--- src/rtl/snake_datapath_if.sv ---
// snake_datapath_if
//   Bundles the controller strobes, direction request, VGA pixel port and
//   status signals exchanged between the snake controller and its datapath.
//   master : controller side (drives strobes, reads pixel/status outputs)
//   slave  : datapath side
//   Signals:
//     ld_head .. food_en      controller strobes, one-hot
//     cnt_status[1:0]         pixel offset inside a 2x2 cell (bit0 +x, bit1 +y)
//     colour_in[2:0]          colour for draw_q pixels
//     dir_in[1:0], dir_valid  direction request (00 up, 01 right, 10 down, 11 left)
//     x_out, y_out, colour_out, plot   registered VGA write
//     length[10:0]            current snake length
//     ate, game_over          eat pulse, sticky self-collision flag
interface snake_datapath_if;
    logic        ld_head;
    logic        ld_q_def;
    logic        inc_address;
    logic        rst_address;
    logic        draw_q;
    logic        update_head;
    logic        ld_head_into_prev;
    logic        ld_q_into_curr;
    logic        ld_prev_into_q;
    logic        ld_curr_into_prev;
    logic        draw_curr;
    logic        food_en;
    logic [1:0]  cnt_status;
    logic [2:0]  colour_in;
    logic [1:0]  dir_in;
    logic        dir_valid;
    logic [7:0]  x_out;
    logic [6:0]  y_out;
    logic [2:0]  colour_out;
    logic        plot;
    logic [10:0] length;
    logic        ate;
    logic        game_over;

    modport master (
        output ld_head, ld_q_def, inc_address, rst_address, draw_q, update_head,
               ld_head_into_prev, ld_q_into_curr, ld_prev_into_q, ld_curr_into_prev,
               draw_curr, food_en, cnt_status, colour_in, dir_in, dir_valid,
        input  x_out, y_out, colour_out, plot, length, ate, game_over
    );

    modport slave (
        input  ld_head, ld_q_def, inc_address, rst_address, draw_q, update_head,
               ld_head_into_prev, ld_q_into_curr, ld_prev_into_q, ld_curr_into_prev,
               draw_curr, food_en, cnt_status, colour_in, dir_in, dir_valid,
        output x_out, y_out, colour_out, plot, length, ate, game_over
    );
endinterface

--- src/rtl/snake_datapath.sv ---
// snake_datapath
//   Body RAM, head/prev/curr/q registers, direction and food state for the
//   snake game. Executes the movement controller's strobes and produces
//   registered per-pixel VGA writes for 2x2 cells.
//   Ports:
//     clk   system clock
//     rst   synchronous reset, active-low
//     bus   snake_datapath_if.slave (strobes in, pixel/status out)
module snake_datapath #(
    parameter int MAX_LEN  = 64,
    parameter int INIT_LEN = 4,
    parameter int SCREEN_W = 160,
    parameter int SCREEN_H = 120,
    parameter int X0       = 80,
    parameter int Y0       = 60,
    parameter int FOOD_X0  = 120,
    parameter int FOOD_Y0  = 30
) (
    input logic             clk,
    input logic             rst,
    snake_datapath_if.slave bus
);
    localparam int AW = $clog2(MAX_LEN);

    localparam logic [1:0] DIR_UP    = 2'b00;
    localparam logic [1:0] DIR_RIGHT = 2'b01;
    localparam logic [1:0] DIR_DOWN  = 2'b10;
    localparam logic [1:0] DIR_LEFT  = 2'b11;

    typedef struct packed {
        logic [7:0] x;
        logic [6:0] y;
    } cell_t;

    cell_t          mem [MAX_LEN];
    logic [AW-1:0]  address;
    cell_t          q, head, prev, curr, food;
    cell_t          next_head, def_cell, new_food;
    logic [1:0]     dir, pend_dir;
    logic [10:0]    length_r;
    logic [15:0]    lfsr;
    logic [1:0]     food_cnt;
    logic           eat_chk;
    logic           game_over_r;
    logic [7:0]     x_r;
    logic [6:0]     y_r;
    logic [2:0]     colour_r;
    logic           plot_r;
    logic           ate_w;
    logic [8:0]     fx_raw;
    logic [7:0]     fy_raw;

    // Initial body is laid out leftward from the start head, one cell per address.
    assign def_cell.x = 8'(X0) - 8'({address, 1'b0});
    assign def_cell.y = 7'(Y0);

    always_comb begin
        next_head = head;
        case (pend_dir)
            DIR_UP:    next_head.y = (head.y == 7'd0) ? 7'(SCREEN_H - 2) : head.y - 7'd2;
            DIR_RIGHT: next_head.x = (head.x >= 8'(SCREEN_W - 2)) ? 8'd0 : head.x + 8'd2;
            DIR_DOWN:  next_head.y = (head.y >= 7'(SCREEN_H - 2)) ? 7'd0 : head.y + 7'd2;
            default:   next_head.x = (head.x == 8'd0) ? 8'(SCREEN_W - 2) : head.x - 8'd2;
        endcase
    end

    // Food candidate from the LFSR: even coordinates folded once into the screen.
    assign fx_raw = {1'b0, lfsr[6:0], 1'b0};
    assign fy_raw = {1'b0, lfsr[13:8], 1'b0};
    assign new_food.x = (fx_raw >= 9'(SCREEN_W)) ? 8'(fx_raw - 9'(SCREEN_W)) : fx_raw[7:0];
    assign new_food.y = (fy_raw >= 8'(SCREEN_H)) ? 7'(fy_raw - 8'(SCREEN_H)) : fy_raw[6:0];

    // eat_chk marks the cycle after update_head, when head holds the new position.
    assign ate_w = eat_chk && (head == food);

    // Body RAM: no reset, contents undefined until written.
    always_ff @(posedge clk) begin
        if (bus.ld_q_def) begin
            mem[address] <= def_cell;
        end else if (bus.ld_prev_into_q) begin
            mem[address] <= prev;
        end
    end

    always_ff @(posedge clk) begin
        if (!rst) begin
            address     <= '0;
            q           <= '0;
            head        <= '{x: 8'(X0), y: 7'(Y0)};
            prev        <= '0;
            curr        <= '0;
            dir         <= DIR_RIGHT;
            pend_dir    <= DIR_RIGHT;
            length_r    <= 11'(INIT_LEN);
            food        <= '{x: 8'(FOOD_X0), y: 7'(FOOD_Y0)};
            lfsr        <= 16'hACE1;
            food_cnt    <= 2'd0;
            eat_chk     <= 1'b0;
            game_over_r <= 1'b0;
            x_r         <= 8'd0;
            y_r         <= 7'd0;
            colour_r    <= 3'd0;
            plot_r      <= 1'b0;
        end else begin
            lfsr <= {lfsr[14:0], lfsr[15] ^ lfsr[13] ^ lfsr[12] ^ lfsr[10]};
            // Read-before-write: same-cycle write to address returns old data.
            q    <= mem[address];

            if (bus.rst_address) begin
                address <= '0;
            end else if (bus.inc_address) begin
                address <= address + 1'b1;
            end

            if (bus.ld_head) begin
                head <= '{x: 8'(X0), y: 7'(Y0)};
                dir  <= DIR_RIGHT;
            end else if (bus.update_head) begin
                head <= next_head;
                dir  <= pend_dir;
            end

            // Reversal is judged against the committed direction.
            if (bus.dir_valid && (bus.dir_in != (dir ^ 2'b10))) begin
                pend_dir <= bus.dir_in;
            end

            if (bus.ld_head_into_prev) begin
                prev <= head;
            end else if (bus.ld_curr_into_prev) begin
                prev <= curr;
            end

            if (bus.ld_q_into_curr) begin
                curr <= q;
                if ((address != '0) && (q == head)) begin
                    game_over_r <= 1'b1;
                end
            end

            eat_chk <= bus.update_head;

            if (ate_w) begin
                if (length_r < 11'(MAX_LEN)) begin
                    length_r <= length_r + 11'd1;
                end
                food <= new_food;
            end

            food_cnt <= bus.food_en ? food_cnt + 2'd1 : 2'd0;

            if (bus.draw_q) begin
                x_r      <= q.x + 8'(bus.cnt_status[0]);
                y_r      <= q.y + 7'(bus.cnt_status[1]);
                colour_r <= bus.colour_in;
                plot_r   <= 1'b1;
            end else if (bus.draw_curr) begin
                x_r      <= curr.x + 8'(bus.cnt_status[0]);
                y_r      <= curr.y + 7'(bus.cnt_status[1]);
                colour_r <= 3'b000;
                plot_r   <= 1'b1;
            end else if (bus.food_en) begin
                x_r      <= food.x + 8'(food_cnt[0]);
                y_r      <= food.y + 7'(food_cnt[1]);
                colour_r <= 3'b010;
                plot_r   <= 1'b1;
            end else begin
                plot_r   <= 1'b0;
            end
        end
    end

    assign bus.x_out      = x_r;
    assign bus.y_out      = y_r;
    assign bus.colour_out = colour_r;
    assign bus.plot       = plot_r;
    assign bus.length     = length_r;
    assign bus.ate        = ate_w;
    assign bus.game_over  = game_over_r;
endmodule

--- src/flat_wrapper.sv ---
// flat-port wrapper written by rule: the top's interface ports become plain ports
module snake_datapath_flat 
#(
    parameter int MAX_LEN  = 64,
    parameter int INIT_LEN = 4,
    parameter int SCREEN_W = 160,
    parameter int SCREEN_H = 120,
    parameter int X0       = 80,
    parameter int Y0       = 60,
    parameter int FOOD_X0  = 120,
    parameter int FOOD_Y0  = 30
)
  (clk, rst, bus_ld_head, bus_ld_q_def, bus_inc_address, bus_rst_address, bus_draw_q, bus_update_head, bus_ld_head_into_prev, bus_ld_q_into_curr, bus_ld_prev_into_q, bus_ld_curr_into_prev, bus_draw_curr, bus_food_en, bus_cnt_status, bus_colour_in, bus_dir_in, bus_dir_valid, bus_x_out, bus_y_out, bus_colour_out, bus_plot, bus_length, bus_ate, bus_game_over);
  snake_datapath_if bus_i ();
  input logic clk;
  input logic rst;
  input wire logic [$bits(bus_i.ld_head)-1:0] bus_ld_head;
  input wire logic [$bits(bus_i.ld_q_def)-1:0] bus_ld_q_def;
  input wire logic [$bits(bus_i.inc_address)-1:0] bus_inc_address;
  input wire logic [$bits(bus_i.rst_address)-1:0] bus_rst_address;
  input wire logic [$bits(bus_i.draw_q)-1:0] bus_draw_q;
  input wire logic [$bits(bus_i.update_head)-1:0] bus_update_head;
  input wire logic [$bits(bus_i.ld_head_into_prev)-1:0] bus_ld_head_into_prev;
  input wire logic [$bits(bus_i.ld_q_into_curr)-1:0] bus_ld_q_into_curr;
  input wire logic [$bits(bus_i.ld_prev_into_q)-1:0] bus_ld_prev_into_q;
  input wire logic [$bits(bus_i.ld_curr_into_prev)-1:0] bus_ld_curr_into_prev;
  input wire logic [$bits(bus_i.draw_curr)-1:0] bus_draw_curr;
  input wire logic [$bits(bus_i.food_en)-1:0] bus_food_en;
  input wire logic [$bits(bus_i.cnt_status)-1:0] bus_cnt_status;
  input wire logic [$bits(bus_i.colour_in)-1:0] bus_colour_in;
  input wire logic [$bits(bus_i.dir_in)-1:0] bus_dir_in;
  input wire logic [$bits(bus_i.dir_valid)-1:0] bus_dir_valid;
  output wire logic [$bits(bus_i.x_out)-1:0] bus_x_out;
  output wire logic [$bits(bus_i.y_out)-1:0] bus_y_out;
  output wire logic [$bits(bus_i.colour_out)-1:0] bus_colour_out;
  output wire logic [$bits(bus_i.plot)-1:0] bus_plot;
  output wire logic [$bits(bus_i.length)-1:0] bus_length;
  output wire logic [$bits(bus_i.ate)-1:0] bus_ate;
  output wire logic [$bits(bus_i.game_over)-1:0] bus_game_over;
  assign bus_i.ld_head = bus_ld_head;
  assign bus_i.ld_q_def = bus_ld_q_def;
  assign bus_i.inc_address = bus_inc_address;
  assign bus_i.rst_address = bus_rst_address;
  assign bus_i.draw_q = bus_draw_q;
  assign bus_i.update_head = bus_update_head;
  assign bus_i.ld_head_into_prev = bus_ld_head_into_prev;
  assign bus_i.ld_q_into_curr = bus_ld_q_into_curr;
  assign bus_i.ld_prev_into_q = bus_ld_prev_into_q;
  assign bus_i.ld_curr_into_prev = bus_ld_curr_into_prev;
  assign bus_i.draw_curr = bus_draw_curr;
  assign bus_i.food_en = bus_food_en;
  assign bus_i.cnt_status = bus_cnt_status;
  assign bus_i.colour_in = bus_colour_in;
  assign bus_i.dir_in = bus_dir_in;
  assign bus_i.dir_valid = bus_dir_valid;
  assign bus_x_out = bus_i.x_out;
  assign bus_y_out = bus_i.y_out;
  assign bus_colour_out = bus_i.colour_out;
  assign bus_plot = bus_i.plot;
  assign bus_length = bus_i.length;
  assign bus_ate = bus_i.ate;
  assign bus_game_over = bus_i.game_over;
  snake_datapath #(.MAX_LEN(MAX_LEN), .INIT_LEN(INIT_LEN), .SCREEN_W(SCREEN_W), .SCREEN_H(SCREEN_H), .X0(X0), .Y0(Y0), .FOOD_X0(FOOD_X0), .FOOD_Y0(FOOD_Y0)) u_core (.clk(clk), .rst(rst), .bus(bus_i));
endmodule
--- config.mk ---
export PLATFORM = sky130hd
export DESIGN_NAME = snake_datapath_flat
export DESIGN_NICKNAME = d
export VERILOG_FILES = /design/src/rtl/snake_datapath_if.sv /design/src/rtl/snake_datapath.sv /design/src/flat_wrapper.sv
export SDC_FILE = /design/constraint.sdc
export NUM_CORES = 1
export LEC_CHECK = 0
export BUFFER_PORTS_ARGS = -buffer_cell sky130_fd_sc_hd__clkbuf_2
export CAP_MARGIN = 20
export CORE_UTILIZATION = 42
export DETAILED_ROUTE_END_ITERATION = 7
export SKIP_CTS_REPAIR_TIMING = 1
export SLEW_MARGIN = 20
export SYNTH_ARGS = -nofsm -noshare
export SYNTH_HDL_FRONTEND = slang
export SYNTH_SLANG_ARGS = --single-unit
--- constraint.sdc ---
create_clock -name clk -period 6.5 [get_ports clk]
set_clock_uncertainty 0.15 [all_clocks]
set_input_delay 0.975 -clock clk [delete_from_list [all_inputs] [get_ports clk]]
set_output_delay 0.975 -clock clk [all_outputs]
set_load 0.01 [all_outputs]
== After elaboration in Yosys (flattened, before gate mapping) ==
Memories as Yosys holds them, arrays and structs flattened. A register that Yosys moved wholly into a read port is not among the register bits.
Index checks and enable logic that the tools add are counted.
Operators by class
  add/subtract/negate cells: 16
  $lt $le $gt $ge: 5
  equal/unequal tests: 5
  muxes and demuxes: 28
  bitwise operators: 7
  reductions and logical operators: 19
Operator list (number)
  8-bit 2-to-1 mux: 6
  15-bit 2-to-1 mux: 3
  7-bit 2-to-1 mux: 6
  15-bit == test: 2
  8-bit by 1-bit adder with 8-bit output: 3
  7-bit by 1-bit adder with 7-bit output: 3
  8-bit greater-or-equal comparator (second input constant): 2
  8-bit case mux with 2 select lines: 1
  7-bit greater-or-equal comparator (second input constant): 2
  7-bit case mux with 2 select lines: 1
  11-bit by 1-bit adder with 11-bit output (second input constant): 1
  11-bit by 7-bit < comparator with 1-bit output (second input constant): 1
  2-bit AND reduction: 5
  3-bit 2-to-1 mux: 3
  8-bit by 2-bit adder with 8-bit output (second input constant): 1
  8-bit zero test: 1
  1-bit 2-to-1 mux: 8
  7-bit by 7-bit subtractor with 8-bit output (first input constant): 1
  8-bit by 2-bit subtractor with 8-bit output (second input constant): 1
  8-bit subtractor (second input constant): 1
  7-bit by 2-bit adder with 7-bit output (second input constant): 1
  7-bit zero test: 1
  7-bit by 2-bit subtractor with 7-bit output (second input constant): 1
  7-bit subtractor (second input constant): 1
  15 further kinds: 24
Word-level totals
  register bits after elaboration: 120
  bits in writable memories: 960
  input port bits: 22
  word-level logic and storage cells: 101
  memories: 1
Memory list
  u_core.mem: words 64, bits a word 15, rd ports 1, clocked after Yosys merged registers in 1, wr ports 1, line snake_datapath.sv:35  | cell_t mem [MAX_LEN];

== Longest topological paths before layout ==
Gate-level depths: netlist of the first run.
  word-level depth: 4
  depth in mapped cells: 10
  depth with buffers taken out: 7

== Worst setup path before layout of the first run ==
Ideal clock, no wire load.
  path kind: register to register
  from: register u_core.address[0]
  to: memory u_core.mem[0][12] in the netlist's numbering, data pin
  library setup time: 702 ps
  arrival time: 4407 ps
  data required time: 5648 ps
  path slack: 1241 ps
  stages on the path, launching flop included: 11
  path through: dfxtp_1 -> buf_2 -> inv_1 -> clkbuf_1 -> buf_2 -> clkbuf_1 -> ha_1 -> nand2_1 -> nand2_1 -> xor2_1 -> o21ai_0
Between the ends
  cells in the longest elaborated chain, start to end: 2
Ends and longest elaborated chain
  start: declaration: line snake_datapath.sv:36  | logic [AW-1:0] address;
  start signal: assignment: line snake_datapath.sv:112  | address <= address + 1'b1;
  7-bit by 7-bit subtractor with 8-bit output: line snake_datapath.sv:54  | assign def_cell.x = 8'(X0) - 8'({address, 1'b0});
  15-bit 2-to-1 mux (no source line)
  end: declaration: line snake_datapath.sv:35
Every way passes these cells.

==> results.py, run 1 <==
metrics = {
    "cells_and_area": {
        "fin_util_pct": 47.9,
        "nFillCells": 8644,
        "final_common_cell": "edfxtp_1",
        "syn_to_final_growth_pct": 13.3,
        "fin_nets": 2790,
        "layout-drive-gt1-share_pct": 20.8,
        "mostFrequentLayoutCells": "960 x edfxtp_1, 166 x nor2_1, 146 x nand2_1, 144 x mux4_2, 127 x dfxtp_1",
        "antenna_cells": 0,
    },
    "synthesis": {
        "ys_ff_latch": 1091,
        "synth_flop_cell": "edfxtp_1",
        "async_flop_share_pct": 0,
        "synth_cells": 2641,
        "synth_top_area_share_pct": 65.8,
        "synth_area_um2": 43800,
        "syn_area_per_cell_um2": 16.6,
        "ys_warn_count": 0,
        "synth_top_area_cell": "edfxtp_1",
        "yosysSeqAreaShare_pct": 71.8,
        "yosys-top-cells-area": "edfxtp_1 66%, mux4_2 7.4%, dfxtp_1 6.0%",
        "synth_edf_count": 960,
        "synthesis.nets": 2681,
        "synth.distinct_cells": 72,
    },
    "setup_path": {
        "r2r_slack_ns": 2.54,
        "cp-end-kind": "flop",
        "r2r_start": "u_core.address[2]",
        "worstPathArrival_ns": 4.43,
        "critPathRequiredTime_ns": 6.96,
        "path_buf_inv": 1,
        "reg2reg_depth": 6,
        "startpoint_type": "flop",
        "crit_fanout": 51,
        "cp_top_family": "compound AO/OA/AOI/OAI gates",
        "cp_cell_sequence": "buf_4 -> nor2b_2 -> a22oi_1 -> o221ai_1 -> o2111ai_1 -> a31oi_1",
        "cp_slowest_stage_delay_ns": 0.99,
        "worstReg2RegEnd": "u_core.q[2]",
        "endpoint": "u_core.q[2]",
        "startpoint": "u_core.address[2]",
        "path_depth": 6,
        "crit_slowest_cell": "nor2b_2",
        "worstSetupPathType": "flop to flop",
    },
    "placed_design": {
        "dp_hpwl_um": 73000,
        "gp_congestion": 0.883,
        "portBuffers": 53,
    },
    "drt": {
        "drt_iter0_markers": 3120,
        "postRouteAntennaNets": 0,
        "dr.pass1.iters": 6,
        "wl_um": 122000,
        "vias": 25300,
        "vias_per_cell": 5.99,
        "wl_per_cell_um": 28.9,
        "drcViolationCount": 0,
    },
    "timing": {
        "worst_slew_pin_slew_ns": 1.24,
        "setup_viol": 0,
        "fin_crit_ns": 3.96,
        "relSlewSlack_pct": 17.6,
        "rsz0062_at_grt": "false",
        "setup_tns_ns": 0,
        "hold_viol": 0,
        "finalMaxSlewViolations": 0,
        "post-route-period-util_pct": 61.0,
        "fmax_mhz": 252,
    },
    "power_and_ir_drop": {
        "p_leak_nw": 15.9,
        "pwr_density_cell_nw_per_um2": 290,
        "peakVddDrop_mv": 0.226,
    },
    "clock_tree": {
        "numCtsBuffers": 110,
        "htree_levels": 3,
        "clockBufferDepth": 3,
        "cts_tree": "built",
        "cts.sinks": 1091,
        "clk_latency_ns": 0.69,
        "cts-root-buf": "clkbuf_16",
        "cts.reportedPaths.clkPinSlew_ns": 0.06,
    },
    "min_path": {
        "hold_path_class": "flop to flop",
    },
    "global_route": {
        "grt_overflow_total": 0,
        "track_usage_pct": 22.9,
        "grt_max_degree": 101,
        "grt_pass1_wl_um": 178000,
        "grt_pass1_vias": 25200,
        "antenna_found_initial": 3,
    },
    "die": {
        "dieArea_um2": 106000,
        "die_h_um": 325,
        "core_um2": 103000,
        "fp-row-count": 118,
        "die_w_um": 325,
        "start_util_pct": 42.3,
        "io_pins": 54,
    },
    "outcome": {
        "outcome": "completed",
    },
    "job": {
        "drv_cap": 0,
    },
}
stage by stage:
| step | worst slack, ns | area, um2 | hold slack (ns) | std cells | power (mW) |
|---|---|---|---|---|---|
| 2_1_floorplan | 1.24 | 43800 | 0.236 | 2641 | 8.11 |
| 3_3_place_gp | 2.62 | 46000 | 0.245 | 4016 | 8.31 |
| 3_5_place_dp | 2.54 | 46000 | 0.258 | 4016 | 8.32 |
| 4_1_cts | 2.52 | 49600 | 0.273 | 4219 | 14.5 |
| 5_1_grt | 2.47 | 49600 | 0.299 | 4221 | 14.8 |
| 6_report | 2.54 | 49600 | 0.269 | 4221 | 14.4 |
synth_stat cells, types with 16 or more instances:
cell      instances
xnor2_1          36
ha_1             18
dfxtp_1         131
a221o_1          20
edfxtp_1        960
and2_1           22
o21ai_0          68
xor2_1           20
mux2_2           80
nor2_1          168
nand2b_1         30
a21oi_1          77
a221oi_1         67
a211oi_1         27
nor3_1           17
a22o_1           20
mux2i_1          96
buf_1            19
buf_2            59
o221ai_1         16
a22oi_1          41
clkbuf_1         81
nand2_1         146
nand3_1          42
nor2b_1          22
mux4_2          144
power by group:
part	internal, mW	leakage [nW]	switching (mW)	total [mW]
logic	0.149	4.32	0.319	0.468
clock network	3.58	1.73	2.66	6.24
registers	7.64	9.85	0.0680	7.71
flip-flops by register name, summed over array words and instances, names as in the netlist:
| name | count |
|---|---|
| u_core.food_cnt | 2 |
| u_core.food | 13 |
| u_core.lfsr | 16 |
| u_core.prev | 15 |
| u_core.bus.game_over | 1 |
| u_core.head | 13 |
| u_core.bus.colour_out | 3 |
| u_core.q | 15 |
| u_core.eat_chk | 1 |
| u_core.mem | 960 |
| u_core.bus.y_out | 7 |
| u_core.bus.length | 11 |
| u_core.curr | 15 |
| u_core.bus.x_out | 8 |
| u_core.dir | 2 |
| u_core.pend_dir | 2 |
| u_core.bus.plot | 1 |
| u_core.address | 6 |
logic make-up after synthesis:
kind of cell	count (synthesis)	synth area share, %
muxes	320	11.7
AOI/OAI and AO/OA	444	7.32
xor gates and xnor gates	59	1.23
DFF	1091	71.8
buffers and inverters	191	1.95
adders and majority gates	18	0.514
and+or+nand+nor	518	5.52
metal layers:
| layer | routed length [um] | vias to the layer above | track usage [%] |
|---|---|---|---|
| li1 | - | 10800 | - |
| met1 | 49700 | 13000 | 31.4 |
| met2 | 57200 | 1274 | 36.6 |
| met3 | 10400 | 207 | 4.30 |
| met4 | 4440 | 2 | 8.38 |
| met5 | 13 | - | 0 |
worst min path at each step:
stage                                from         endpoint  slack [ns]  depth (start not counted)
after global placement    u_core.lfsr[14]  u_core.lfsr[15]        0.25                          1
after CTS                 u_core.lfsr[14]  u_core.lfsr[15]        0.27                          1
final                     u_core.lfsr[14]  u_core.lfsr[15]        0.27                          1
after global routing      u_core.lfsr[14]  u_core.lfsr[15]        0.30                          1
after floorplan           u_core.lfsr[14]  u_core.lfsr[15]        0.24                          1
after detailed placement  u_core.lfsr[14]  u_core.lfsr[15]        0.26                          1
final cells by class:
cell class / count / area [um2] / area share, %
flip-flops and latches: 1091 / 31500 / 63.4
multi-input cells: 1359 / 11600 / 23.4
clock buffers: 151 / 3110 / 6.27
well taps: 1380 / 1730 / 3.48
repair buffers: 170 / 1190 / 2.40
clock inverters: 52 / 463 / 0.933
inverters: 18 / 67.6 / 0.136
Power figures use the tool's default switching activity.
==> run 2: changes to the inputs <==
ABC_AREA = 1   (was not set)
clock period = 3.2 ns   (was 6.5 ns; I/O delays follow)
==> run 2 against run 1 <==
Compared with the run above:
- the flow now finishes with violations (hold timing)
- cell area up 5.2%
- clock power increased by 110%
- final cell count rose by 43%
- wire length rose by 12%
- clock-buffer cell count rose by 4
- worst hold slack got worse by 0.28 ns
==> results.py, run 2 <==
metrics = {
    "power_and_ir_drop": {
        "power_frac_clock_pct": 43.5,
        "power.share.switching_pct": 21.8,
        "pwr_density_cell_nw_per_um2": 569,
        "p_sw_mw": 6.49,
        "cell_internal_pwr_mw": 23.2,
        "p_leak_nw": 20.6,
        "peakVddDrop_mv": 0.484,
        "pwr-share-comb_pct": 3.9,
        "pwr-share-seq_pct": 52.7,
    },
    "clock_tree": {
        "numCtsBuffers": 115,
        "cts.sinks": 1091,
        "clockBufferDepth": 3,
        "cts.reportedPaths.clkPinSlew_ns": 0.06,
        "htree_levels": 3,
        "clk_latency_ns": 0.70,
        "cts_tree": "built",
        "cts-root-buf": "clkbuf_16",
    },
    "synthesis": {
        "synth_common_cells": "1350 x nand2_1, 960 x edfxtp_1, 520 x nor2_1, 381 x nand3_1, 335 x inv_1",
        "synth_flop_cell": "edfxtp_1",
        "synth_top_area_cell": "edfxtp_1",
        "ys_warn_count": 0,
        "ys_ff_latch": 1091,
        "synth.distinct_cells": 44,
        "synth_top_area_share_pct": 62.9,
        "synth_cells": 4391,
        "synth_area_um2": 45800,
        "synthXorXnorAreaFrac_pct": 0.650,
        "synth_most_common_cell": "nand2_1",
        "synth-simple-area-share_pct": 21.3,
        "synthesis.nets": 4431,
        "yosys-top-cells-area": "edfxtp_1 63%, nand2_1 11%, dfxtp_1 5.7%",
        "synth-adder-area-share_pct": 0.491,
        "muxShareOfSynthArea_pct": 0,
        "synth_edf_count": 960,
        "async_flop_share_pct": 0,
        "synth_top_family_by_area": "simple AND/OR/NAND/NOR gates",
        "syn_area_per_cell_um2": 10.4,
        "yosysSeqAreaShare_pct": 68.6,
        "synth-compound-area-share_pct": 3.83,
    },
    "die": {
        "fp-row-count": 120,
        "die_h_um": 332,
        "start_util_pct": 42.6,
        "core_um2": 108000,
        "dieArea_um2": 110000,
        "die_w_um": 332,
        "io_pins": 54,
    },
    "cells_and_area": {
        "layout-drive-gt1-share_pct": 10.0,
        "fin_nets": 4570,
        "multi_input_area_um2": 12200,
        "largest_register": "u_core.mem",
        "biggestRegsByFlops": "u_core.mem (960), u_core.lfsr (16)",
        "mostFrequentLayoutCells": "1348 x nand2_1, 960 x edfxtp_1, 511 x nor2_1, 381 x nand3_1, 331 x inv_1",
        "nFillCells": 9753,
        "syn_to_final_growth_pct": 13.9,
        "final_common_cell": "nand2_1",
        "fin_util_pct": 48.5,
        "final-seq-area_um2": 31500,
        "largest_reg_flops": 960,
    },
    "timing": {
        "post-route-period-util_pct": 94.2,
        "relSlewSlack_pct": 30.9,
        "fmax_mhz": 332,
        "rsz0062_at_grt": "false",
        "fin_crit_ns": 3.01,
        "setup_viol": 0,
        "whs_ns": -0.0160,
        "finalMaxSlewViolations": 0,
        "worst_slew_pin_slew_ns": 1.03,
        "hold_viol": 1,
    },
    "drt": {
        "postRouteAntennaNets": 0,
        "wl_per_cell_um": 22.6,
        "vias": 32200,
        "drcViolationCount": 0,
        "vias_per_cell": 5.34,
        "dr.pass1.iters": 5,
        "drt_iter0_markers": 3079,
        "wl_um": 136000,
    },
    "min_path": {
        "hold_path_class": "primary input to flop",
    },
    "setup_path": {
        "cp_top_family": "simple AND/OR/NAND/NOR gates",
        "worst_path_most_repeated_cell": "nand2_1",
        "cp_slowest_stage_delay_ns": 0.50,
        "worstPathArrival_ns": 2.38,
        "path_buf_inv": 3,
        "cp-end-kind": "primary output",
        "cp_cell_sequence": "inv_1 -> nand2_1 -> nand2_1 -> nor2_1 -> nand2_1 -> nor2_1 -> nand2_1 -> inv_1 -> clkbuf_2",
        "worstSetupPathType": "flop to primary output",
        "crit_slowest_cell": "dfxtp_1",
        "crit_fanout": 8,
        "critPathRequiredTime_ns": 2.57,
        "r2r_slack_ns": 0.35,
        "startpoint_type": "flop",
    },
    "job": {
        "drv_cap": 0,
    },
    "global_route": {
        "grt_max_degree": 109,
        "grt_overflow_total": 0,
        "track_usage_pct": 24.3,
        "antenna_found_initial": 1,
        "grt_pass1_vias": 30200,
        "grt_pass1_wl_um": 200000,
    },
    "outcome": {
        "outcome": "complete, but fails checks",
        "failed_checks": "hold timing",
    },
    "placed_design": {
        "portBuffers": 53,
        "dp_hpwl_um": 82900,
        "gp_congestion": 0.920,
    },
}
## run 2: worst min-delay path: stages
cell	delay [ns]
clkbuf_2	0.09
o21ai_0	0.08
a21oi_1	0.13
## run 2: power groups by stage
stage          Combinational (mW)  Clock [mW]  Sequential (mW)
6_report                     1.16        12.9             15.6
5_1_grt                      1.26        13.6             15.6
4_1_cts                      1.15        13.1             15.6
3_5_place_dp                 1.14           0             15.9
3_3_place_gp                 1.13           0             15.9
2_1_floorplan               0.668           0             15.9
## run 2: layout make-up
type,instances,share of cell area (%)
Tap cell,1403,3.36
Sequential cell,1091,60.3
Timing Repair Buffer,229,3.51
Clock buffer,155,6.07
Antenna cell,1,0.00479
Clock inverter,54,0.853
Multi-Input combinational cell,2745,23.4
Inverter,348,2.52
## run 2: cells by family (layout without fill, tap and decap cells)
kind of cell | Yosys count | in the layout
buffers and inverters | 555 | 786
AOI/OAI and AO/OA | 309 | 309
and+or+nand+nor | 2384 | 2384
adders and majority gates | 18 | 18
DFF | 1091 | 1091
other | 0 | 1
xor gates and xnor gates | 34 | 34
## run 2: per-stage QoR
stage	instance area, um2	instances	TNS [ns]	total power, mW	worst slack, ns
after floorplan	45900	4391	-200.94	16.6	-0.681
after global placement	48500	5808	0	17.1	0.403
final	52200	6026	0	29.7	0.187
after global routing	52200	6025	0	30.6	0.0182
after detailed placement	48500	5808	0	17.1	0.353
after CTS	52100	6017	0	29.9	0.0857
## run 2: metal layers
layer	vias to the layer above	wire, um	track usage (%)
met5	-	0	0
met2	1257	65200	40.2
met4	0	4610	9.01
met1	15700	56700	32.4
li1	15000	-	-
met3	227	9730	3.58
## run 2: path summary, 6_finish.rpt
kind	from	end	depth (start not counted)
max	u_core.head[9]	bus_ate	9
min	bus_dir_in[1]	u_core.pend_dir[1]	3
max reg2reg	u_core.address[3]	u_core.q[4]	9
min reg2reg	u_core.lfsr[14]	u_core.lfsr[15]	1
